### src/rtl/memory_access_master_pkg.sv
// Shared definitions for the memory access master: controller state
// encoding, default burst-length field width and bytes per memory word.
package memory_access_pkg;

  localparam int BURST_W    = 3;
  localparam int WORD_BYTES = 4;

  typedef enum logic [2:0] {
    ST_IDLE  = 3'd0,
    ST_WRITE = 3'd1,
    ST_READ  = 3'd2,
    ST_RESP  = 3'd3,
    ST_ERROR = 3'd4
  } state_e;

endpackage

### src/rtl/memory_access_master_if.sv
// Request / write-data / response bus between a client and the memory
// access master. The master sits on the slave modport of this bus.
interface memory_access_master_if #(
  parameter int DATA_WIDTH = 32,
  parameter int BURST_W    = 3
);
  logic                  req_valid_i;
  logic                  req_ready_o;
  logic                  req_write_i;
  logic [DATA_WIDTH-1:0] req_address_i;
  logic [BURST_W-1:0]    req_len_i;

  logic                  wdata_valid_i;
  logic [DATA_WIDTH-1:0] wdata_i;
  logic                  wdata_ready_o;

  logic                  resp_valid_o;
  logic [DATA_WIDTH-1:0] resp_data_o;
  logic                  resp_last_o;
  logic                  resp_error_o;

  modport slave (
    input  req_valid_i, req_write_i, req_address_i, req_len_i,
    input  wdata_valid_i, wdata_i,
    output req_ready_o, wdata_ready_o,
    output resp_valid_o, resp_data_o, resp_last_o, resp_error_o
  );

  modport master (
    output req_valid_i, req_write_i, req_address_i, req_len_i,
    output wdata_valid_i, wdata_i,
    input  req_ready_o, wdata_ready_o,
    input  resp_valid_o, resp_data_o, resp_last_o, resp_error_o
  );
endinterface

### src/rtl/memory_access_master_burst_address_counter.sv
// Burst address generator: holds the current byte address and the number
// of beats still to go. Addresses step one word at a time and wrap to 0 at
// the end of the memory.
module burst_address_counter #(
  parameter int MEMORY_DEPTH = 32,
  parameter int DATA_WIDTH   = 32,
  parameter int BURST_W      = 3
) (
  input  logic                  clk,
  input  logic                  reset,
  input  logic                  load_i,
  input  logic [DATA_WIDTH-1:0] addr_i,
  input  logic [BURST_W-1:0]    len_i,
  input  logic                  advance_i,
  output logic [DATA_WIDTH-1:0] addr_o,
  output logic                  last_o
);
  import memory_access_pkg::*;

  localparam logic [DATA_WIDTH-1:0] ADDR_LIMIT = DATA_WIDTH'(MEMORY_DEPTH * WORD_BYTES);
  localparam logic [DATA_WIDTH-1:0] ADDR_STEP  = DATA_WIDTH'(WORD_BYTES);

  logic [DATA_WIDTH-1:0] addr_q, addr_d, addr_inc;
  logic [BURST_W-1:0]    remain_q, remain_d;

  // Next address/count: load wins over advance; advance wraps at the top.
  always_comb begin
    addr_inc = addr_q + ADDR_STEP;
    addr_d   = addr_q;
    remain_d = remain_q;
    if (load_i) begin
      addr_d   = addr_i;
      remain_d = len_i;
    end else if (advance_i) begin
      addr_d   = (addr_inc >= ADDR_LIMIT) ? '0 : addr_inc;
      remain_d = remain_q - BURST_W'(1);
    end
  end

  // Address and remaining-beat registers.
  always_ff @(posedge clk or posedge reset) begin
    if (reset) begin
      addr_q   <= '0;
      remain_q <= '0;
    end else begin
      addr_q   <= addr_d;
      remain_q <= remain_d;
    end
  end

  assign addr_o = addr_q;
  assign last_o = (remain_q == '0);

endmodule

### src/rtl/memory_access_master.sv
// Burst memory access master: accepts read/write burst requests, drives a
// single-port memory with combinational read data, and returns one response
// beat per read word, one completion beat per write burst, or one error beat
// for a misaligned / out-of-range start address.
module memory_access_master #(
  parameter int MEMORY_DEPTH = 32,
  parameter int DATA_WIDTH   = 32,
  parameter int BURST_W      = memory_access_pkg::BURST_W
) (
  input  logic                  clk,
  input  logic                  reset,
  memory_access_master_if.slave bus,
  output logic                  mem_write_enable_o,
  output logic [DATA_WIDTH-1:0] mem_write_data_o,
  output logic [DATA_WIDTH-1:0] mem_address_o,
  input  logic [DATA_WIDTH-1:0] mem_read_data_i,
  output logic                  busy_o
);
  import memory_access_pkg::*;

  localparam logic [DATA_WIDTH-1:0] ADDR_LIMIT = DATA_WIDTH'(MEMORY_DEPTH * WORD_BYTES);

  state_e                state_q;
  logic                  resp_valid_q, resp_last_q, resp_error_q;
  logic [DATA_WIDTH-1:0] resp_data_q;

  logic                  req_ready, accept, addr_bad;
  logic                  in_write, in_read, write_beat;
  logic [DATA_WIDTH-1:0] cur_addr;
  logic                  cnt_last;

  assign req_ready  = (state_q == ST_IDLE) && !reset;
  assign accept     = bus.req_valid_i && req_ready;
  assign addr_bad   = (bus.req_address_i[1:0] != 2'b00) || (bus.req_address_i >= ADDR_LIMIT);
  assign in_write   = (state_q == ST_WRITE);
  assign in_read    = (state_q == ST_READ);
  assign write_beat = in_write && bus.wdata_valid_i;

  burst_address_counter #(
    .MEMORY_DEPTH (MEMORY_DEPTH),
    .DATA_WIDTH   (DATA_WIDTH),
    .BURST_W      (BURST_W)
  ) u_counter (
    .clk       (clk),
    .reset     (reset),
    .load_i    (accept && !addr_bad),
    .addr_i    (bus.req_address_i),
    .len_i     (bus.req_len_i),
    .advance_i (write_beat || in_read),
    .addr_o    (cur_addr),
    .last_o    (cnt_last)
  );

  // Controller FSM; response beats are registered so each is a single-cycle pulse.
  always_ff @(posedge clk or posedge reset) begin
    if (reset) begin
      state_q      <= ST_IDLE;
      resp_valid_q <= 1'b0;
      resp_last_q  <= 1'b0;
      resp_error_q <= 1'b0;
      resp_data_q  <= '0;
    end else begin
      resp_valid_q <= 1'b0;
      resp_last_q  <= 1'b0;
      resp_error_q <= 1'b0;
      resp_data_q  <= '0;
      case (state_q)
        ST_IDLE: begin
          if (accept) begin
            if (addr_bad) begin
              // Error beat is raised on entry so it is visible during ERROR.
              state_q      <= ST_ERROR;
              resp_valid_q <= 1'b1;
              resp_last_q  <= 1'b1;
              resp_error_q <= 1'b1;
            end else begin
              state_q <= bus.req_write_i ? ST_WRITE : ST_READ;
            end
          end
        end
        ST_WRITE: begin
          if (write_beat && cnt_last) begin
            state_q      <= ST_RESP;
            resp_valid_q <= 1'b1;
            resp_last_q  <= 1'b1;
          end
        end
        ST_READ: begin
          // Read data is captured here and presented one cycle later.
          resp_valid_q <= 1'b1;
          resp_data_q  <= mem_read_data_i;
          resp_last_q  <= cnt_last;
          if (cnt_last) begin
            state_q <= ST_IDLE;
          end
        end
        ST_RESP:  state_q <= ST_IDLE;
        ST_ERROR: state_q <= ST_IDLE;
        default:  state_q <= ST_IDLE;
      endcase
    end
  end

  assign bus.req_ready_o   = req_ready;
  assign bus.wdata_ready_o = in_write;
  assign bus.resp_valid_o  = resp_valid_q;
  assign bus.resp_data_o   = resp_data_q;
  assign bus.resp_last_o   = resp_last_q;
  assign bus.resp_error_o  = resp_error_q;

  assign mem_write_enable_o = write_beat;
  assign mem_write_data_o   = write_beat ? bus.wdata_i : '0;
  assign mem_address_o      = (in_write || in_read) ? cur_addr : '0;
  assign busy_o             = (state_q != ST_IDLE);

endmodule

### src/flat_wrapper.sv
// flat-port wrapper written by rule: the top's interface ports become plain ports
module memory_access_master_flat import memory_access_pkg::*;
#(
  parameter int MEMORY_DEPTH = 32,
  parameter int DATA_WIDTH   = 32,
  parameter int BURST_W      = memory_access_pkg::BURST_W
)
  (clk, reset, mem_write_enable_o, mem_write_data_o, mem_address_o, mem_read_data_i, busy_o, bus_req_valid_i, bus_req_write_i, bus_req_address_i, bus_req_len_i, bus_wdata_valid_i, bus_wdata_i, bus_req_ready_o, bus_wdata_ready_o, bus_resp_valid_o, bus_resp_data_o, bus_resp_last_o, bus_resp_error_o);
  memory_access_master_if #(.DATA_WIDTH(DATA_WIDTH), .BURST_W(BURST_W)) bus_i ();
  input  logic clk;
  input  logic reset;
  output logic mem_write_enable_o;
  output logic [DATA_WIDTH-1:0] mem_write_data_o;
  output logic [DATA_WIDTH-1:0] mem_address_o;
  input  logic [DATA_WIDTH-1:0] mem_read_data_i;
  output logic busy_o;
  input wire logic [$bits(bus_i.req_valid_i)-1:0] bus_req_valid_i;
  input wire logic [$bits(bus_i.req_write_i)-1:0] bus_req_write_i;
  input wire logic [$bits(bus_i.req_address_i)-1:0] bus_req_address_i;
  input wire logic [$bits(bus_i.req_len_i)-1:0] bus_req_len_i;
  input wire logic [$bits(bus_i.wdata_valid_i)-1:0] bus_wdata_valid_i;
  input wire logic [$bits(bus_i.wdata_i)-1:0] bus_wdata_i;
  output wire logic [$bits(bus_i.req_ready_o)-1:0] bus_req_ready_o;
  output wire logic [$bits(bus_i.wdata_ready_o)-1:0] bus_wdata_ready_o;
  output wire logic [$bits(bus_i.resp_valid_o)-1:0] bus_resp_valid_o;
  output wire logic [$bits(bus_i.resp_data_o)-1:0] bus_resp_data_o;
  output wire logic [$bits(bus_i.resp_last_o)-1:0] bus_resp_last_o;
  output wire logic [$bits(bus_i.resp_error_o)-1:0] bus_resp_error_o;
  assign bus_i.req_valid_i = bus_req_valid_i;
  assign bus_i.req_write_i = bus_req_write_i;
  assign bus_i.req_address_i = bus_req_address_i;
  assign bus_i.req_len_i = bus_req_len_i;
  assign bus_i.wdata_valid_i = bus_wdata_valid_i;
  assign bus_i.wdata_i = bus_wdata_i;
  assign bus_req_ready_o = bus_i.req_ready_o;
  assign bus_wdata_ready_o = bus_i.wdata_ready_o;
  assign bus_resp_valid_o = bus_i.resp_valid_o;
  assign bus_resp_data_o = bus_i.resp_data_o;
  assign bus_resp_last_o = bus_i.resp_last_o;
  assign bus_resp_error_o = bus_i.resp_error_o;
  memory_access_master #(.MEMORY_DEPTH(MEMORY_DEPTH), .DATA_WIDTH(DATA_WIDTH), .BURST_W(BURST_W)) u_core (.clk(clk), .reset(reset), .bus(bus_i), .mem_write_enable_o(mem_write_enable_o), .mem_write_data_o(mem_write_data_o), .mem_address_o(mem_address_o), .mem_read_data_i(mem_read_data_i), .busy_o(busy_o));
endmodule
### config.mk
export PLATFORM = sky130hd
export DESIGN_NAME = memory_access_master_flat
export DESIGN_NICKNAME = d
export VERILOG_FILES = /design/src/rtl/memory_access_master_pkg.sv /design/src/rtl/memory_access_master_if.sv /design/src/rtl/memory_access_master_burst_address_counter.sv /design/src/rtl/memory_access_master.sv /design/src/flat_wrapper.sv
export SDC_FILE = /design/constraint.sdc
export NUM_CORES = 1
export LEC_CHECK = 0
export ABC_CLOCK_PERIOD_IN_PS = 4750
export CAP_MARGIN = 20
export CORE_UTILIZATION = 42
export DETAILED_ROUTE_END_ITERATION = 12
export PLACE_DENSITY = 0.85
export SLEW_MARGIN = 20
export SYNTH_ARGS = -nofsm -noshare
export SYNTH_HDL_FRONTEND = slang
export SYNTH_SLANG_ARGS = --single-unit
### constraint.sdc
create_clock -name clk -period 4.75 [get_ports clk]
set_input_delay 0.95 -clock clk [delete_from_list [all_inputs] [get_ports clk]]
set_output_delay 0.95 -clock clk [all_outputs]
set_load 0.05 [all_outputs]
Word level (Yosys, flattened, before mapping). Index checks and enable logic that the tools add are counted.

Flip-flop bits (word level): 73. Input port bits: 104. Output and inout port bits: 103. Logic and storage cells: 52.

$add $sub $neg: 2. $lt $le $gt $ge: 2. Equality and inequality tests: 5. Multiplexer cells: 20. Reduce and logical (&&, ||, !) cells: 16.

Operators with widths (count): $mux W32 (6); $ge A32 B8 Y1 const B (2); $add A32 B3 Y32 const B (1); $mux W3 (6); $pmux W3 S3 (1); $logic_not A3 Y1 (2); $pmux W1 S3 (2); $logic_and A1 B1 Y1 (5); $mux W1 (4); $ne A2 B2 Y1 const B (2); $reduce_bool A2 Y1 (2); $eq A3 B1 Y1 const B (1); $eq A3 B2 Y1 const B (1); $logic_or A1 B1 Y1 (3); $reduce_and A3 Y1 (1); $reduce_bool A3 Y1 (1); $sub A3 B1 Y3 const B (1); $logic_not A1 Y1 (2); $mux W2 (1); $ne A2 B1 Y1 const B (1).

Depth between registers and ports, before layout.
Word-level depth: 5. Mapped depth: 10. Depth with buffers taken out: 9.

By module. A second synthesis with hierarchy kept.

Cell total of the unflattened synthesis: 441. Area total of the unflattened synthesis: 4152.7 µm².

Modules (own cells, without submodules): burst_address_counter (instances 1, cells an instance 259, area an instance 2334.7 µm², sequential area each 875.8 µm²); memory_access_master (instances 1, cells an instance 182, area an instance 1818.0 µm², sequential area each 950.9 µm²).

Least setup slack after synthesis. No wires, ideal clock.

Path type: input to register. Start point: in reset. End point: reg u_core.u_counter.addr_q[0], in the netlist u_core.u_counter.addr_o[0]. Library setup time: 0.119 ns. Data arrival time: 4.014 ns. Required time: 4.631 ns. Path slack: 0.616 ns. Stages: 8. Buffers on the path: 0. Path through: nor4_1 > nand2_1 > nor3_2 > a211oi_1 > nand4_2 > nor4_4 > or2_2 > and2_1.

Word-level cells in the longest chain between the ends: 5. Elaborated cells on any way between the ends: 6. Those cells by class: 1 x mux; 5 x reduce/logical.

RTL lines: start, declared (RTL line flat_wrapper.sv:11) `input logic reset;`; $logic_not A1 Y1 (*) (RTL line memory_access_master.sv:32) `assign req_ready = (state_q == ST_IDLE) && !reset;`; $logic_and A1 B1 Y1 (*) (RTL line memory_access_master.sv:32); $logic_and A1 B1 Y1 (*) (RTL line memory_access_master.sv:33) `assign accept = bus.req_valid_i && req_ready;`; $logic_and A1 B1 Y1 (*) (RTL line memory_access_master.sv:46) `.load_i (accept && !addr_bad),`; $mux W32 / $reduce_bool A2 Y1 (equally long branches); end signal, assigned (RTL line memory_access_master_burst_address_counter.sv:46) `addr_q <= addr_d;`; end, declared (RTL line memory_access_master_burst_address_counter.sv:23) `logic [DATA_WIDTH-1:0] addr_q, addr_d, addr_inc;`.

Mark *: on every way between the ends. The rest lies on a longest branch, timed or not. A chain may end at the register's enable or synchronous reset.

Worst setup path after layout.
Start point: in bus_wdata_valid_i. End point: out mem_write_data_o[15].

Word-level cells in the longest chain between the ends: 2.

RTL lines: start, declared (RTL line flat_wrapper.sv:21) `input wire logic [$bits(bus_i.wdata_valid_i)-1:0] bus_wdata_valid_i;`; $logic_and A1 B1 Y1 (RTL line memory_access_master.sv:37) `assign write_beat = in_write && bus.wdata_valid_i;`; $mux W32 (RTL line memory_access_master.sv:112) `assign mem_write_data_o = write_beat ? bus.wdata_i : '0;`; end, declared (RTL line flat_wrapper.sv:13) `output logic [DATA_WIDTH-1:0] mem_write_data_o;`.

No other way between the ends.

==> impl_metrics.sql <==
INSERT INTO impl_metrics (metric_group, metric, value, unit) VALUES
('synthesis', 'post_synthesis_cell_area', '3660', 'um2'),
('worst_hold_path', 'hold_end', 'u_core.u_counter.addr_o[0]', ''),
('setup_path', 'cp.buffers_inverters', '2', ''),
('global_routing', 'globalRouteTotalUtil', '0.267', ''),
('final_layout', 'final_util', '0.730', ''),
('synthesis', 'synth_most_common_cell', 'sky130_fd_sc_hd__and2_1', ''),
('routing', 'num_vias', '3619', ''),
('routing', 'vias_per_cell', '5.24', ''),
('setup_path', 'worst_r2r_endpoint', 'u_core.u_counter.addr_o[3]', ''),
('final_layout', 'layout-drive-gt1-share', '0.0547', ''),
('power_and_ir_drop', 'combinational_group_share_of_total_power', '0.090', ''),
('setup_path', 'worst-endpoint-arrival', '3300', 'ps'),
('timing', 'timing_worst_slew_pin_value', '975', 'ps'),
('floorplanning', 'initial_core_util', '0.439', ''),
('power_and_ir_drop', 'leakage', '0.00258', 'uW'),
('timing', 'pins_over_their_slew_limit', '0', ''),
('final_layout', 'syn2layout_area_growth', '66.3', '%'),
('clocking', 'cts_resized', '0', ''),
('final_layout', 'nNetsFinal', '687', ''),
('job', 'cap_viol_max_count', '0', ''),
('global_routing', 'vias_in_the_first_global_route', '3601', ''),
('power_and_ir_drop', 'relative_contribution_of_the_clock_network_to_total_power', '0.439', ''),
('synthesis', 'synth_sequential_area_ratio', '0.499', ''),
('synthesis', 'synth.ff_latch_count', '73', ''),
('routing', 'detailed_router_s_first_iteration_violation_count', '238', ''),
('global_routing', 'first_pass_grt_wire_length', '18.1', 'mm'),
('clocking', 'clk_root_buffer_cell', 'sky130_fd_sc_hd__clkbuf_8', ''),
('routing', 'route.detailed.wl_per_inst', '16.9', 'um'),
('floorplanning', 'placement_rows', '33', ''),
('outcome', 'run_status', 'complete, no violations', ''),
('synthesis', 'yosys_warnings', '0', ''),
('floorplanning', 'die-height', '95.3', 'um'),
('final_layout', 'diodes', '0', ''),
('timing', 'layout_worst_path_cycle_share', '0.894', ''),
('final_layout', 'design_area', '6080', 'um2'),
('synthesis', 'synth_top_flop_cell', 'sky130_fd_sc_hd__dfrtp_1', ''),
('worst_hold_path', 'hp-start', 'u_core.u_counter.addr_o[0]', ''),
('synthesis', 'synthTopCellsByCount', '89 x sky130_fd_sc_hd__and2_1, 73 x sky130_fd_sc_hd__dfrtp_1, 25 x sky130_fd_sc_hd__nor2b_1', ''),
('floorplanning', 'die_w', '95.3', 'um'),
('power_and_ir_drop', 'total_power', '1320', 'uW'),
('place', 'gpl.final_weighted_congestion', '0.884', ''),
('setup_path', 'crit_top_cell', 'sky130_fd_sc_hd__clkdlybuf4s50_1', ''),
('power_and_ir_drop', 'p_seq_frac', '0.472', ''),
('setup_path', 'cell_by_cell_listing_of_the_critical_path', 'clkdlybuf4s50_1, and3_1, and2_1, clkdlybuf4s50_1', ''),
('synthesis', 'synth.top_cells.by_area', 'sky130_fd_sc_hd__dfrtp_1 50%, sky130_fd_sc_hd__and2_1 15%, sky130_fd_sc_hd__nor2b_1 4.3%', ''),
('timing', 'finalHoldViolations', '0', ''),
('power_and_ir_drop', 'power_density_cells', '217', 'nW/um2'),
('place', 'detailedPlacementHpwl', '9.05', 'mm'),
('routing', 'first_pass_iters', '5', ''),
('worst_hold_path', 'hold_depth', '1', ''),
('setup_path', 'slowest_cp_cell', 'sky130_fd_sc_hd__clkdlybuf4s50_1', ''),
('clocking', 'clkLatencyLatePin', '350', 'ps'),
('setup_path', 'critPathLaunchType', 'input pin', ''),
('synthesis', 'synth_edf_count', '0', ''),
('power_and_ir_drop', 'irDropWorstVdd', '158', 'uV'),
('timing', 'slew-limit-headroom', '0.350', ''),
('clocking', 'tritoncts', 'done', ''),
('synthesis', 'yosys.cell_types.count', '45', ''),
('setup_path', 'rr_worst_depth', '9', ''),
('clocking', 'cts.hold.buffers_added', '0', ''),
('setup_path', 'worst-r2r-setup-slack', '1510', 'ps'),
('timing', 'unrepaired_setup_endpoints_after_global_routing', 'no', ''),
('timing', 'timing.fmax', '0.235', 'GHz'),
('routing', 'wl', '11.7', 'mm'),
('setup_path', 'critical_path_peak_fanout', '35', ''),
('power_and_ir_drop', 'swShare', '0.205', ''),
('setup_path', 'crit_path_category', 'input pin to primary output', ''),
('timing', 'report.final.setup_viol', '0', ''),
('worst_hold_path', 'hp-class', 'flop to flop', ''),
('place', 'io_buffers', '206', ''),
('setup_path', 'timing.critical_path.required', '3800', 'ps');
==> state kept, by name, summed over array words and instances (netlist names) <==
register                   count
u_core.bus.resp_data_o        32
u_core.bus.resp_error_o        1
u_core.bus.resp_last_o         1
u_core.bus.resp_valid_o        1
u_core.state_q                 3
u_core.u_counter.addr_o       32
u_core.u_counter.remain_q      3
==> per-stage QoR <==
stage	std cells	hold slack (ps)	setup WS (ps)
floorplan	375	445	616
global route	690	490	406
finish	690	483	502
global placement	674	467	618
CTS	690	484	525
detailed placement	674	467	530
==> cells by family (layout without fill, tap and decap cells) <==
kind of cell / after synthesis / in the layout / synth area share
AO/OA/AOI/OAI: 45 / 45 / 0.0865
buffers and inverters: 31 / 241 / 0.0325
flip-flops: 73 / 73 / 0.499
AND/OR/NAND/NOR: 220 / 220 / 0.364
adder cells (fa/ha/maj): 3 / 3 / 0.0103
XOR/XNOR: 3 / 3 / 0.00718
==> per-layer routing <==
layer,wire length (um),vias up,GRT usage
met3,1130,20,0.113
met5,0,-,0
li1,-,1707,-
met2,5970,170,0.445
met4,217,0,0.0770
met1,4360,1722,0.312
==> worst max path at each step <==
| stage | from | endpoint | slack [ps] | cells past startpoint |
|---|---|---|---|---|
| after floorplan | reset | u_core.u_counter.addr_o[0] | 620 | 8 |
| after global placement | bus_wdata_valid_i | mem_write_data_o[22] | 620 | 4 |
| after detailed placement | bus_wdata_valid_i | mem_write_data_o[15] | 530 | 4 |
| after CTS | bus_wdata_valid_i | mem_write_data_o[15] | 530 | 4 |
| after global routing | bus_wdata_valid_i | mem_write_data_o[18] | 410 | 4 |
| final | bus_wdata_valid_i | mem_write_data_o[15] | 500 | 4 |
==> cell usage in the layout (no fill, tap or decap), types with 3 or more instances in the layout <==
cell type                         instances
sky130_fd_sc_hd__nor2_1                  20
sky130_fd_sc_hd__a21oi_1                  7
sky130_fd_sc_hd__nand2_1                 14
sky130_fd_sc_hd__bufinv_16                3
sky130_fd_sc_hd__and3_1                   7
sky130_fd_sc_hd__nor4_1                  17
sky130_fd_sc_hd__o21ai_0                 10
sky130_fd_sc_hd__nor3_1                   7
sky130_fd_sc_hd__clkbuf_8                 9
sky130_fd_sc_hd__dfrtp_1                 73
sky130_fd_sc_hd__xnor2_1                  3
sky130_fd_sc_hd__clkdlybuf4s50_1        206
sky130_fd_sc_hd__nor2b_1                 25
sky130_fd_sc_hd__nand3_1                  9
sky130_fd_sc_hd__nand4_1                 10
sky130_fd_sc_hd__a22oi_1                  3
sky130_fd_sc_hd__buf_4                    6
sky130_fd_sc_hd__inv_1                   12
sky130_fd_sc_hd__and2_1                  89
sky130_fd_sc_hd__o22ai_1                  3
sky130_fd_sc_hd__ha_1                     3
sky130_fd_sc_hd__and4_1                   3
sky130_fd_sc_hd__or3_1                    3
sky130_fd_sc_hd__or4_1                    4
==> area by class of cell <==
type,count,area [um2]
clock buffers,9,124
clock inverters,7,119
fillers,620,2260
inverters,13,50.0
multi-input cells,271,1730
flip-flops and latches,73,1830
well taps,105,131
repair buffers,212,2110
==> power by group through the flow <==
| stage | registers, uW | clock network [uW] | logic (uW) |
|---|---|---|---|
| 6_report | 624 | 580 | 118 |
| 5_1_grt | 624 | 619 | 126 |
| 4_1_cts | 624 | 592 | 120 |
| 3_5_place_dp | 636 | 0 | 119 |
| 3_3_place_gp | 636 | 0 | 118 |
| 2_1_floorplan | 641 | 0 | 17.3 |
Power figures use the tool's default switching activity.
